===== src/rtl/clock_time_controller.sv =====
// clock_time_controller
//
// Sequencing and setting controller for a digital clock built from three
// wrap-around counters (seconds, minutes, hours).
//
// In RUN the 1 Hz tick becomes registered count-enable pulses with a carry
// chain. In the SET modes the controller walks hours -> minutes -> seconds
// on the mode button. The increment button loads a new value through the
// counters' synchronous preset path.
//
// Ports:
//   clock        system clock, rising edge
//   reset        asynchronous, active-low reset
//   tick         one-clock pulse at 1 Hz
//   btn_mode     debounced level, mode button
//   btn_inc      debounced level, increment button
//   sec_q        current seconds counter value
//   min_q        current minutes counter value
//   hour_q       current hours counter value
//   sec_en       seconds count-enable pulse
//   min_en       minutes count-enable pulse
//   hour_en      hours count-enable pulse
//   sec_preset   seconds preset strobe
//   min_preset   minutes preset strobe
//   hour_preset  hours preset strobe
//   preset_data  preset value; hours use the low HOUR_W bits
//   set_field    0=RUN, 1=hours, 2=minutes, 3=seconds (display blink select)

module clock_time_controller #(
  parameter int SEC_W      = 6,
  parameter int HOUR_W     = 5,
  parameter int SEC_LIMIT  = 59,
  parameter int MIN_LIMIT  = 59,
  parameter int HOUR_LIMIT = 23,
  parameter int TIMEOUT    = 30
) (
  input  logic              clock,
  input  logic              reset,
  input  logic              tick,
  input  logic              btn_mode,
  input  logic              btn_inc,
  input  logic [SEC_W-1:0]  sec_q,
  input  logic [SEC_W-1:0]  min_q,
  input  logic [HOUR_W-1:0] hour_q,
  output logic              sec_en,
  output logic              min_en,
  output logic              hour_en,
  output logic              sec_preset,
  output logic              min_preset,
  output logic              hour_preset,
  output logic [SEC_W-1:0]  preset_data,
  output logic [1:0]        set_field
);

  localparam int TW = (TIMEOUT < 2) ? 1 : $clog2(TIMEOUT + 1);

  localparam logic [SEC_W-1:0]  SEC_MAX  = SEC_W'(SEC_LIMIT);
  localparam logic [SEC_W-1:0]  MIN_MAX  = SEC_W'(MIN_LIMIT);
  localparam logic [HOUR_W-1:0] HOUR_MAX = HOUR_W'(HOUR_LIMIT);
  localparam logic [TW-1:0]     TO_LAST  = TW'(TIMEOUT - 1);

  // Encodings double as the set_field display code.
  typedef enum logic [1:0] {
    RUN   = 2'd0,
    SET_H = 2'd1,
    SET_M = 2'd2,
    SET_S = 2'd3
  } state_t;

  state_t            state;
  logic              mode_prev;
  logic              inc_prev;
  logic              first_s;
  logic [TW-1:0]     tcnt;

  logic              mode_edge;
  logic              inc_edge;
  logic              sec_wrap;
  logic              min_wrap;
  logic [SEC_W-1:0]  sec_next;
  logic [SEC_W-1:0]  min_next;
  logic [HOUR_W-1:0] hour_next;

  // Rising-edge detection; a mode edge suppresses a simultaneous inc edge.
  // Next-value arithmetic is done at field width; anything at or above the
  // limit wraps to 0.
  always_comb begin
    mode_edge = btn_mode & ~mode_prev;
    inc_edge  = btn_inc & ~inc_prev & ~mode_edge;
    sec_wrap  = (sec_q == SEC_MAX);
    min_wrap  = (min_q == MIN_MAX);
    sec_next  = (sec_q  >= SEC_MAX)  ? '0 : sec_q  + SEC_W'(1);
    min_next  = (min_q  >= MIN_MAX)  ? '0 : min_q  + SEC_W'(1);
    hour_next = (hour_q >= HOUR_MAX) ? '0 : hour_q + HOUR_W'(1);
  end

  // set_field is written together with state, so it shows the new mode in
  // the cycle after the triggering edge. preset_data is only written when a
  // strobe is issued and holds otherwise.
  always_ff @(posedge clock or negedge reset) begin
    if (!reset) begin
      state       <= RUN;
      mode_prev   <= 1'b1;
      inc_prev    <= 1'b1;
      first_s     <= 1'b0;
      tcnt        <= '0;
      sec_en      <= 1'b0;
      min_en      <= 1'b0;
      hour_en     <= 1'b0;
      sec_preset  <= 1'b0;
      min_preset  <= 1'b0;
      hour_preset <= 1'b0;
      preset_data <= '0;
      set_field   <= 2'd0;
    end else begin
      mode_prev   <= btn_mode;
      inc_prev    <= btn_inc;
      sec_en      <= 1'b0;
      min_en      <= 1'b0;
      hour_en     <= 1'b0;
      sec_preset  <= 1'b0;
      min_preset  <= 1'b0;
      hour_preset <= 1'b0;

      case (state)
        RUN: begin
          if (mode_edge) begin
            state     <= SET_H;
            set_field <= SET_H;
            tcnt      <= '0;
          end
          if (tick) begin
            sec_en  <= 1'b1;
            min_en  <= sec_wrap;
            hour_en <= sec_wrap & min_wrap;
          end
        end

        default: begin
          if (mode_edge) begin
            tcnt <= '0;
            case (state)
              SET_H: begin
                state     <= SET_M;
                set_field <= SET_M;
              end
              SET_M: begin
                state     <= SET_S;
                set_field <= SET_S;
                // The first inc in SET_S zeroes the seconds.
                first_s   <= 1'b1;
              end
              default: begin
                state     <= RUN;
                set_field <= RUN;
                first_s   <= 1'b0;
              end
            endcase
          end else if (inc_edge) begin
            tcnt <= '0;
            case (state)
              SET_H: begin
                hour_preset <= 1'b1;
                preset_data <= SEC_W'(hour_next);
              end
              SET_M: begin
                min_preset  <= 1'b1;
                preset_data <= min_next;
              end
              default: begin
                sec_preset  <= 1'b1;
                preset_data <= first_s ? '0 : sec_next;
                first_s     <= 1'b0;
              end
            endcase
          end else if (tick) begin
            // Ticks are not counted towards the time while setting; they
            // only age the inactivity timeout.
            if (tcnt >= TO_LAST) begin
              state     <= RUN;
              set_field <= RUN;
              tcnt      <= '0;
              first_s   <= 1'b0;
            end else begin
              tcnt <= tcnt + TW'(1);
            end
          end
        end
      endcase
    end
  end

endmodule


===== config.mk =====
export PLATFORM = sky130hd
export DESIGN_NAME = clock_time_controller
export DESIGN_NICKNAME = d
export VERILOG_FILES = /design/src/rtl/clock_time_controller.sv
export SDC_FILE = /design/constraint.sdc
export NUM_CORES = 1
export LEC_CHECK = 0
export CAP_MARGIN = 20
export CORE_UTILIZATION = 43
export CTS_CLUSTER_SIZE = 28
export DETAILED_ROUTE_END_ITERATION = 8
export GPL_TIMING_DRIVEN = 0
export PLACE_DENSITY = 0.77
export SYNTH_ARGS = -nofsm -noshare
export SYNTH_HDL_FRONTEND = slang
export SYNTH_SLANG_ARGS = --single-unit

===== constraint.sdc =====
create_clock -name clock -period 1.7 [get_ports clock]
set_clock_uncertainty 0.1 [all_clocks]
set_input_delay 0.51 -clock clock [delete_from_list [all_inputs] [get_ports clock]]
set_output_delay 0.51 -clock clock [all_outputs]
set_load 0.05 [all_outputs]

# == Word-level counts from Yosys, hierarchy flattened ==
# Index checks and enable logic that the tools add are counted.
# classes
n_addsub,4
magnitude_cmp,4
eq_ne,8
n_mux,42
n_bitwise,8
reduce_logical,10
# op_table
cell,count
two-way mux 5 bit,7
two-way mux 1 bit,23
two-way mux 6 bit,3
adder 6 x 1 -> 6 bit (second input constant),2
equality test 6 bit (second input constant),2
>= comparator 6 bit (second input constant),2
two-way mux 2 bit,6
case mux 6 bit (2 select lines),1
adder 5 x 1 -> 5 bit (second input constant),2
>= comparator 5 bit (second input constant),2
!= test 2 bit (second input constant),3
nonzero test 3 bit,2
AND reduction 5 bit,1
AND 1 bit,4
inverter 1 bit,4
case mux 2 bit (2 select lines),1
AND reduction 4 bit,1
nonzero test 2 bit,2
!= test 3 bit (second input constant),1
AND reduction 3 bit,1
equality test 2 x 1 -> 1 bit (second input constant),1
equality test 2 bit (second input constant),1
zero test 2 bit,1
case mux 1 bit (2 select lines),1
2 further kinds,2
# totals
ff_bits,22
in_bits,22
out_inout_bits,14
wordCells,88

# == Depth between registers and ports, before layout ==
# Gate-level depths: netlist of run 1.
# depth
word_depth,7
mapped_depth,7
depth_no_buf,7

# == Least setup slack after synthesis of run 1 ==
# Ideal clock, no wire load.
# synth_timing
path_type,reg-to-reg
start,register state[0]
end,register preset_data[4]
setup_time_ns,0.126
t_arrival_ns,1.965
required_time_ns,1.474
slack_ns,-0.491
path_stages_with_launch,7
period_less_slack_ns,2.191
path_cell_list,dfrtp_1 > inv_1 > ha_1 > clkbuf_1 > nor3_1 > o311ai_0 > o32a_1
# synth_via
elab_chain_cells,3
# synth_rtl
item,line_no,source
"start, declared",70,state_t state;
"start signal, assigned",102,state <= RUN;
"start signal, assigned",128,state <= SET_H;
"start signal, assigned",144,state <= SET_M;
"parallel branches: the longest is 3 deep, another holds case mux 6 bit (2 select lines)",--,
"end signal, assigned",164,preset_data <= SEC_W'(hour_next);
"end signal, assigned",168,preset_data <= min_next;
"end signal, assigned",172,preset_data <= first_s ? '0 : sec_next;
"end, declared",51,"output logic [SEC_W-1:0] preset_data,"
# Several ways; the timed one is not identified.
# A chain may end at the register's enable or synchronous reset.

# == Final worst setup path of run 1 ==
# layout_timing
start,register tcnt[1]
end,register tcnt[1]
# layout_via
elab_chain_cells,6
# layout_rtl
item,line_no,source
"start, declared",74,logic [TW-1:0] tcnt;
"start signal, assigned",185,tcnt <= tcnt + TW'(1);
adder 5 x 1 -> 5 bit or >= comparator 5 bit (tied branches),"185, 179",
two-way mux 5 bit (*),179,if (tcnt >= TO_LAST) begin
two-way mux 5 bit (*),176,end else if (tick) begin
two-way mux 5 bit (*),159,end else if (inc_edge) begin
two-way mux 5 bit (*),140,if (mode_edge) begin
two-way mux 5 bit (*),125,case (state)
# Every way passes the cells marked *; elsewhere a longest branch is shown, timed or not. The select of a mux whose other input is x is not followed.

==> reports/qor.csv, run 1 <==
metric,value,unit
endpoint_kind,flop,
final_area,2150,um2
setup_viol,10,
grt_pass1_wl,5600,um
clock_path_buffers,2,
slowest_stage,or4_4,
multi_input_area,981,um2
synth_cell_type_count,39,
slew_violations,0,
max-vdd-ir-drop,0.826,mV
ant_nets,0,
period_needed,1880,ps
seq_power_share,25.8,%
area_growth,57.7,%
gr-usage-all-layers,21.7,%
hold_viol,0,
port_buffers,35,
numCtsBuffers,3,
synthCells,149,
violations,"DRC, setup timing",
die_y,58.3,um
drive_above_1_share,36.7,%
seq_area_frac_synth,40.5,%
synth_area_per_cell,9.16,um2
layout_common_cells,"dfrtp_1, dlygate4sd2_1, buf_4",
start_kind,flop,
synth_edf_count,0,
synth_nets,180,
dpl_cell_area,1820,um2
finalCritPeriodShare,111,%
tritoncts,built,
power_switching,1.41,mW
cts.clk_slew.worst_paths,120,ps
tightestPinTransition,381,ps
p_leak,0.943,nW
drtPass1Iterations,6,
cts_max_level,1,
max_cap_violations,0,
final_nets,239,
cts.sinks,22,
overflow,0,
clock_latency,320,ps
dp_slack,-594,ps
route.detailed.drc,1,
holdWs,287,ps
ios,36,
crit_type,flop to flop,
grt_max_degree,23,
grt_pass1_vias,1229,
crit_fanout,6,
antenna_found_initial,0,
dpl.hpwl,2410,um
fin_ws,-185,ps
ys.flop_type,dfrtp_1,
via_per_inst,5.57,
p_clk_share,8.7,%
path_buf_inv,1,
fp.dieW,58.3,um
design.core.area,3030,um2
max-slew-margin-rel,74.4,%
drt-total-wl,3980,um
die_area,3400,um2
cp.arrival,2040,ps
avgRoutedWirePerCell,15.9,um
slowest_delay,470,ps
min_path_type,primary input to async pin,
internal_power,1.59,mW
n_fill_cell,217,
initial_core_util,45.1,%
regArea,557,um2
synthArstFlopShare,100,%
dr_total_vias,1399,
critical_path.cell_chain,inv_2 > ha_4 > nor3_4 > nor2_2 > or4_4 > or3_4 > o21ai_2,
final_cells,251,
setup_tns,-915,ps
globalplace.congestion,0.803,
required,1850,ps
cts_hold_buffers,0,
netlist_area,1370,um2
switching_share,47.1,%
status,"complete, but fails checks",
ys_seq_elements,22,
max_clock_freq,0.531,GHz
placed_cells,228,
cts_root_buf,clkbuf_4,
power_frac_comb,65.5,%
synth-warning-count,0,
rsz0062_at_grt,yes,
placementRows,20,
cp_top_family,simple AND/OR/NAND/NOR gates,
power_density,1390,nW/um2
diodes,0,
drt_iter0_drc,75,
[worst reg2reg max path: cells and delay by family (launching register included)]
| kind | cells | cell delay (ps) |
|---|---|---|
| AO/OA/AOI/OAI | 1 | 60 |
| buffers and inverters | 1 | 70 |
| AND/OR/NAND/NOR | 4 | 1030 |
| flip-flops | 1 | 400 |
| adder cells (fa/ha/maj) | 1 | 160 |
[registers in the layout (all words and copies together) (netlist names)]
register / cells
preset_data: 6
tcnt: 5
state: 2
first_s: 1
hour_en: 1
hour_preset: 1
inc_prev: 1
min_en: 1
min_preset: 1
mode_prev: 1
sec_en: 1
sec_preset: 1
[logic make-up after synthesis]
logic type	after synthesis	share of synthesized area, %
DFF	22	40.5
buffers and inverters	8	2.20
and+or+nand+nor	62	24.1
adders and majority gates	9	8.25
AOI/OAI and AO/OA	40	19.8
xor gates and xnor gates	8	5.13
[cells in the mapped netlist (3+ instances only)]
library cell | count | area [um2]
dfrtp_1 | 20 | 500
nand2_1 | 9 | 33.8
a21oi_1 | 12 | 60.1
clkbuf_1 | 3 | 11.3
ha_1 | 9 | 113
nor4_1 | 4 | 25.0
o21ai_0 | 8 | 40.0
inv_1 | 5 | 18.8
and2_1 | 4 | 25.0
nor2_1 | 16 | 60.1
nand2b_1 | 5 | 31.3
nor2b_1 | 3 | 18.8
xor2_1 | 6 | 52.6
nand3_1 | 9 | 45.0
[per-layer routing]
layer	track usage, %	vias to the layer above	routed length (um)	share of wire, %
li1	-	665	-	-
met1	29.5	684	1650	41
met2	36.3	42	2100	53
met3	3.08	8	165	4.1
met4	6.12	0	70	1.8
met5	0	-	0	0
[final timing paths]
kind                                start              to  slack [ps]  depth (start not counted)
setup / recovery                  tcnt[1]         tcnt[1]        -180                          7
hold reg to reg            preset_data[0]  preset_data[0]         420                          1
min in group clock                btn_inc        inc_prev         350                          1
setup reg to reg                  tcnt[1]         tcnt[1]        -180                          7
max in group asynchronous           reset        inc_prev         780                          2
hold / removal                      reset         tcnt[4]         290                          1
[power groups by stage]
stage	Clock (mW)	Sequential, mW	Combinational, mW
2_1_floorplan	0	1.16	0.651
3_3_place_gp	0	0.780	1.46
3_5_place_dp	0	0.791	1.47
4_1_cts	0.265	0.770	1.64
5_1_grt	0.279	0.788	2.10
6_report	0.260	0.774	1.97
[through the flow]
stage | utilization [%] | total power, mW
floorplan | - | 1.81
detailed placement | 60.1 | 2.26
CTS | 65.9 | 2.67
finish | 71.1 | 3.00
global placement | 60.1 | 2.24
global route | 71.1 | 3.16
[cell type report]
cell class / count / share of cell area [%]
tap: 44 / 2.56
clock buffer: 4 / 1.22
buffer: 3 / 1.22
sequential: 22 / 25.9
multi-input combinational: 119 / 45.6
timing repair buffer: 54 / 22.6
inverter: 5 / 0.988
[timing repair]
item                                    4_1_cts  5_1_grt
setup buffers                                10        8
pin swaps                                     6       10
resized for setup                            80       33
endpoints found under the setup margin       28       18
Note: power is estimated with default switching activity, not from simulation.
==> run 2, diff against run 1 <==
--- a/config.mk
+++ b/config.mk
@@ -14,3 +14,4 @@
 export SYNTH_ARGS = -nofsm -noshare
 export SYNTH_HDL_FRONTEND = slang
 export SYNTH_SLANG_ARGS = --single-unit
+export TNS_END_PERCENT = 10
==> reports/qor.csv, run 2 (synthesis gave the netlist of run 1 again) <==
metric,value,unit,change
status,"complete, but fails checks",,
violations,"DRC, setup timing",,
antenna_found_initial,0,,unchanged
via_per_inst,5.53,,-0.83%
rsz0062_at_grt,yes,,
max-vdd-ir-drop,0.727,mV,-12%
grt_max_degree,23,,unchanged
ff2ff_setup_slack,-280,ps,-90 ps
setup_tns,-1220,ps,-310 ps
min_path_type,primary input to async pin,,
fin_ws,-276,ps,-91.2 ps
area_growth,41.8,%,
cts_max_level,1,,unchanged
final_common_cell,dfrtp_1,,
drt_iter0_drc,51,,-32%
hold_viol,0,,unchanged
endpoint_kind,flop,,
crit_fanout,6,,unchanged
initial_core_util,45.1,%,unchanged
max_cap_violations,0,,unchanged
p_leak,0.815,nW,-14%
max-slew-margin-rel,66.4,%,-8.0 points
design.core.area,3030,um2,unchanged
diodes,0,,unchanged
dp_slack,-660,ps,-65.7 ps
numCtsBuffers,3,,unchanged
port_buffers,35,,unchanged
cp.arrival,2120,ps,+80 ps
start_kind,flop,,
regMostFlops,preset_data,,
finalCritPeriodShare,116,%,+5.4 points
overflow,0,,unchanged
cts.sinks,22,,unchanged
slew_violations,0,,unchanged
grt_pass1_vias,1333,,+8.5%
dpl.hpwl,2570,um,+6.9%
power_density,1310,nW/um2,-6.1%
tightestPinTransition,503,ps,+122 ps
total_power,2.53,mW,-16%
grt_pass1_wl,5870,um,+4.7%
dr_total_vias,1310,,-6.4%
required,1850,ps,about the same
layout_common_cells,"dfrtp_1, nor2_1, clkdlybuf4s50_1",,
globalplace.congestion,0.857,,+6.6%
cts_root_buf,clkbuf_4,,
placementRows,20,,unchanged
setup_viol,12,,+2
gr-usage-all-layers,22.1,%,+0.43 points
tritoncts,built,,
route.detailed.drc,2,,+1
cts.clk_slew.worst_paths,120,ps,about the same
clock_path_buffers,2,,unchanged
drt-total-wl,3480,um,-12%
regArea,557,um2,unchanged
ios,36,,unchanged
clock_latency,310,ps,about the same
drive_above_1_share,26.4,%,-10 points
max_clock_freq,0.506,GHz,-4.6%
multi_input_area,877,um2,-11%
holdWs,423,ps,+136 ps
fp.dieW,58.3,um,unchanged
die_area,3400,um2,unchanged
n_fill_cell,266,,+23%
drtPass1Iterations,8,,+2
cts_hold_buffers,0,,unchanged
avgRoutedWirePerCell,14.7,um,-7.3%
ant_nets,0,,unchanged
final_nets,225,,-5.9%
reg.largest.list,"preset_data x6, tcnt x5, state x2",,
crit_type,flop to flop,,
largest_reg_flops,6,,unchanged
period_needed,1980,ps,+91.2 ps
die_y,58.3,um,unchanged
run 2: changes by cell type in the layout (fill, tap and decap cells not counted), moves of 3 or more:
cell	previous run	this run
buf_4	15	4
ha_1	2	5
dlygate4sd2_1	17	6
buf_6	3	0
nor3_2	0	3
clkdlybuf4s50_1	2	14
run 2: through the flow:
stage	instance area, um2	std cells	utilization, %
3_3_place_gp	1800	228	59.3
2_1_floorplan	1390	149	-
3_5_place_dp	1800	228	59.3
4_1_cts	1910	235	63.1
5_1_grt	1940	237	63.9
6_report	1940	237	63.9
run 2: worst paths after layout:
check                          startpoint             end  cells after the start
min in group clock         preset_data[4]  preset_data[4]                      1
min reg2reg                preset_data[4]  preset_data[4]                      1
min                                 reset     hour_preset                      1
max                               tcnt[1]         tcnt[1]                      7
max in group asynchronous           reset        inc_prev                      2
max reg2reg                       tcnt[1]         tcnt[1]                      7
run 2: area by class of cell:
class,instances,area share [%]
tap,44,2.84
buffer,3,1.29
sequential,22,28.8
timing repair buffer,40,19.5
inverter,5,0.970
clock buffer,4,1.36
multi-input combinational,119,45.3
run 2: repair_timing:
| action | 4_1_cts | 5_1_grt |
|---|---|---|
| resized for setup | 65 | 13 |
| endpoints found under the setup margin | 28 | 19 |
| buffers inserted | 3 | 1 |
| pin swaps | 4 | 1 |
run 2: per-layer routing:
layer / wire length (um) / up-vias / GRT usage (%)
met5: 0 / - / 0
met4: 25 / 0 / 5.44
met3: 110 / 5 / 3.30
li1: - / 638 / -
met2: 1780 / 35 / 39.4
met1: 1560 / 632 / 28.2
run 2: report_power, final:
group	switching, mW	leakage [nW]	internal (mW)
combinational	0.949	0.525	0.569
clock	0.161	0.0150	0.0915
sequential	0.0920	0.275	0.670
total	1.20	0.815	1.33
run 2: worst max-delay path, cell delays in order (launching register included):
cell	delay [ps]
dfrtp_1	380
inv_1	70
ha_1	190
nor3_2	200
nor2_1	100
or4_4	470
or3_4	350
o21ai_2	60
==> run 3, diff against run 2 <==
--- a/config.mk
+++ b/config.mk
@@ -9,8 +9,8 @@
 export CORE_UTILIZATION = 43
 export CTS_CLUSTER_SIZE = 28
 export DETAILED_ROUTE_END_ITERATION = 8
-export GPL_TIMING_DRIVEN = 0
-export PLACE_DENSITY = 0.77
+export GPL_TIMING_DRIVEN = 1
+export PLACE_DENSITY = 0.75
 export SYNTH_ARGS = -nofsm -noshare
 export SYNTH_HDL_FRONTEND = slang
 export SYNTH_SLANG_ARGS = --single-unit
==> reports/qor.csv, run 3 (synthesis gave the netlist of run 1 again) <==
metric,value,unit,change
status,"complete, but fails checks",,
violations,setup timing,,
finalCritPeriodShare,111,%,-5.1 points
initial_core_util,45.1,%,unchanged
rsz0062_at_grt,yes,,
cts.clk_slew.worst_paths,130,ps,about the same
period_needed,1890,ps,-86.2 ps
placed_cells,267,,+17%
ios,36,,unchanged
final_nets,259,,+15%
power_density,1420,nW/um2,+8.7%
max-vdd-ir-drop,0.948,mV,+30%
placementRows,20,,unchanged
cp.arrival,2050,ps,-70 ps
setup_viol,10,,-2
slowest_delay,570,ps,+100 ps
final_common_cell,buf_4,,
clock_latency,320,ps,about the same
ff2ff_setup_slack,-180,ps,+100 ps
ant_nets,0,,unchanged
die_y,58.3,um,unchanged
port_buffers,35,,unchanged
globalplace.congestion,0.870,,+1.5%
max_cap_violations,0,,unchanged
die_area,3400,um2,unchanged
route.detailed.drc,0,,-2
required,1860,ps,about the same
area_growth,75.3,%,
max_clock_freq,0.529,GHz,+4.6%
design.core.area,3030,um2,unchanged
drt_iter0_drc,63,,+24%
multi_input_area,907,um2,+3.4%
dpl.hpwl,3110,um,+21%
fp.dieW,58.3,um,unchanged
layout_common_cells,"buf_4, dfrtp_1, clkdlybuf4s50_1",,
cts_max_level,1,,unchanged
regMostFlops,preset_data,,
n_fill_cell,189,,-29%
grt_max_degree,23,,unchanged
gr-usage-all-layers,26.8,%,+4.7 points
slowest_stage,or4_4,,
avgRoutedWirePerCell,15.6,um,+6.2%
numCtsBuffers,3,,unchanged
dp_slack,-582,ps,+77.2 ps
dr_total_vias,1483,,+13%
min_path_type,primary input to async pin,,
via_per_inst,5.47,,-1.0%
grt_pass1_wl,6860,um,+17%
final_cells,271,,+14%
clock_path_buffers,2,,unchanged
endpoint_kind,flop,,
crit_type,primary input to flop,,
p_leak,1.06,nW,+30%
largest_reg_flops,6,,unchanged
tightestPinTransition,312,ps,-191 ps
cts.sinks,22,,unchanged
hold_viol,0,,unchanged
max-slew-margin-rel,79.2,%,+13 points
drtPass1Iterations,4,,-4
cts_post_setup_buffers_inserted,0,,-3
start_kind,primary input,,
fin_ws,-190,ps,+86.2 ps
antenna_found_initial,0,,unchanged
tritoncts,built,,
grt_pass1_vias,1506,,+13%
crit_fanout,6,,unchanged
drt-total-wl,4230,um,+21%
overflow,0,,unchanged
holdWs,420,ps,-2.63 ps
regArea,556,um2,-0.22%
diodes,0,,unchanged
critical_path.cell_chain,clkdlybuf4s50_1 > nor2b_1 > or4_4 > or3_4 > o21ai_2,,
drive_above_1_share,41.9,%,+15 points
reg.largest.list,"preset_data x6, tcnt x5, state x2",,
cts_root_buf,clkbuf_4,,
slew_violations,0,,unchanged
cts_hold_buffers,0,,unchanged
[run 3: repair_timing]
item / in CTS / in global routing
resized for setup: 21 / 12
setup endpoints to repair: 12 / 14
pin swaps: 6 / 0
[run 3: layout make-up]
type / instances / share of cell area [%]
multi-input cells: 119 / 37.9
repair buffers: 77 / 33.6
flip-flops and latches: 22 / 23.2
well taps: 44 / 2.30
clock inverters: 1 / 1.25
clock buffers: 3 / 0.941
inverters: 5 / 0.784
[run 3: final timing paths]
kind / startpoint / endpoint / cells after the start
max reg2reg: tcnt[0] / tcnt[1] / 6
min reg2reg: first_s / first_s / 1
min in group clock: first_s / first_s / 1
min: reset / tcnt[1] / 2
max: btn_inc / tcnt[1] / 5
max in group asynchronous: reset / mode_prev / 2
[run 3: routing by layer]
layer  vias to the layer above  routed length (um)  GRT usage [%]
li1                        713                   -              -
met1                       684                1690           33.2
met2                        72                2170           46.0
met3                        14                 251           4.18
met4                         0                 121           12.2
met5                         -                   0              0
[run 3: power breakdown]
part | internal (mW) | switching [mW]
logic | 1.08 | 1.10
registers | 0.668 | 0.132
clock network | 0.239 | 0.176
[run 3: through the flow]
step,util (%),area (um2),setup TNS (ps),power [mW]
floorplan,-,1390,-1130,1.76
global placement,73.7,2230,-5960,2.75
detailed placement,73.7,2230,-6840,2.81
CTS,77.5,2350,-861,3.33
global route,79.0,2390,-1600,3.57
finish,79.0,2390,-910,3.40
[run 3: worst max-delay path, delay by kind of cell]
family | cells | cell delay (ps)
and+or+nand+nor | 3 | 1070
buffers and inverters | 1 | 420
AOI/OAI and AO/OA | 1 | 60
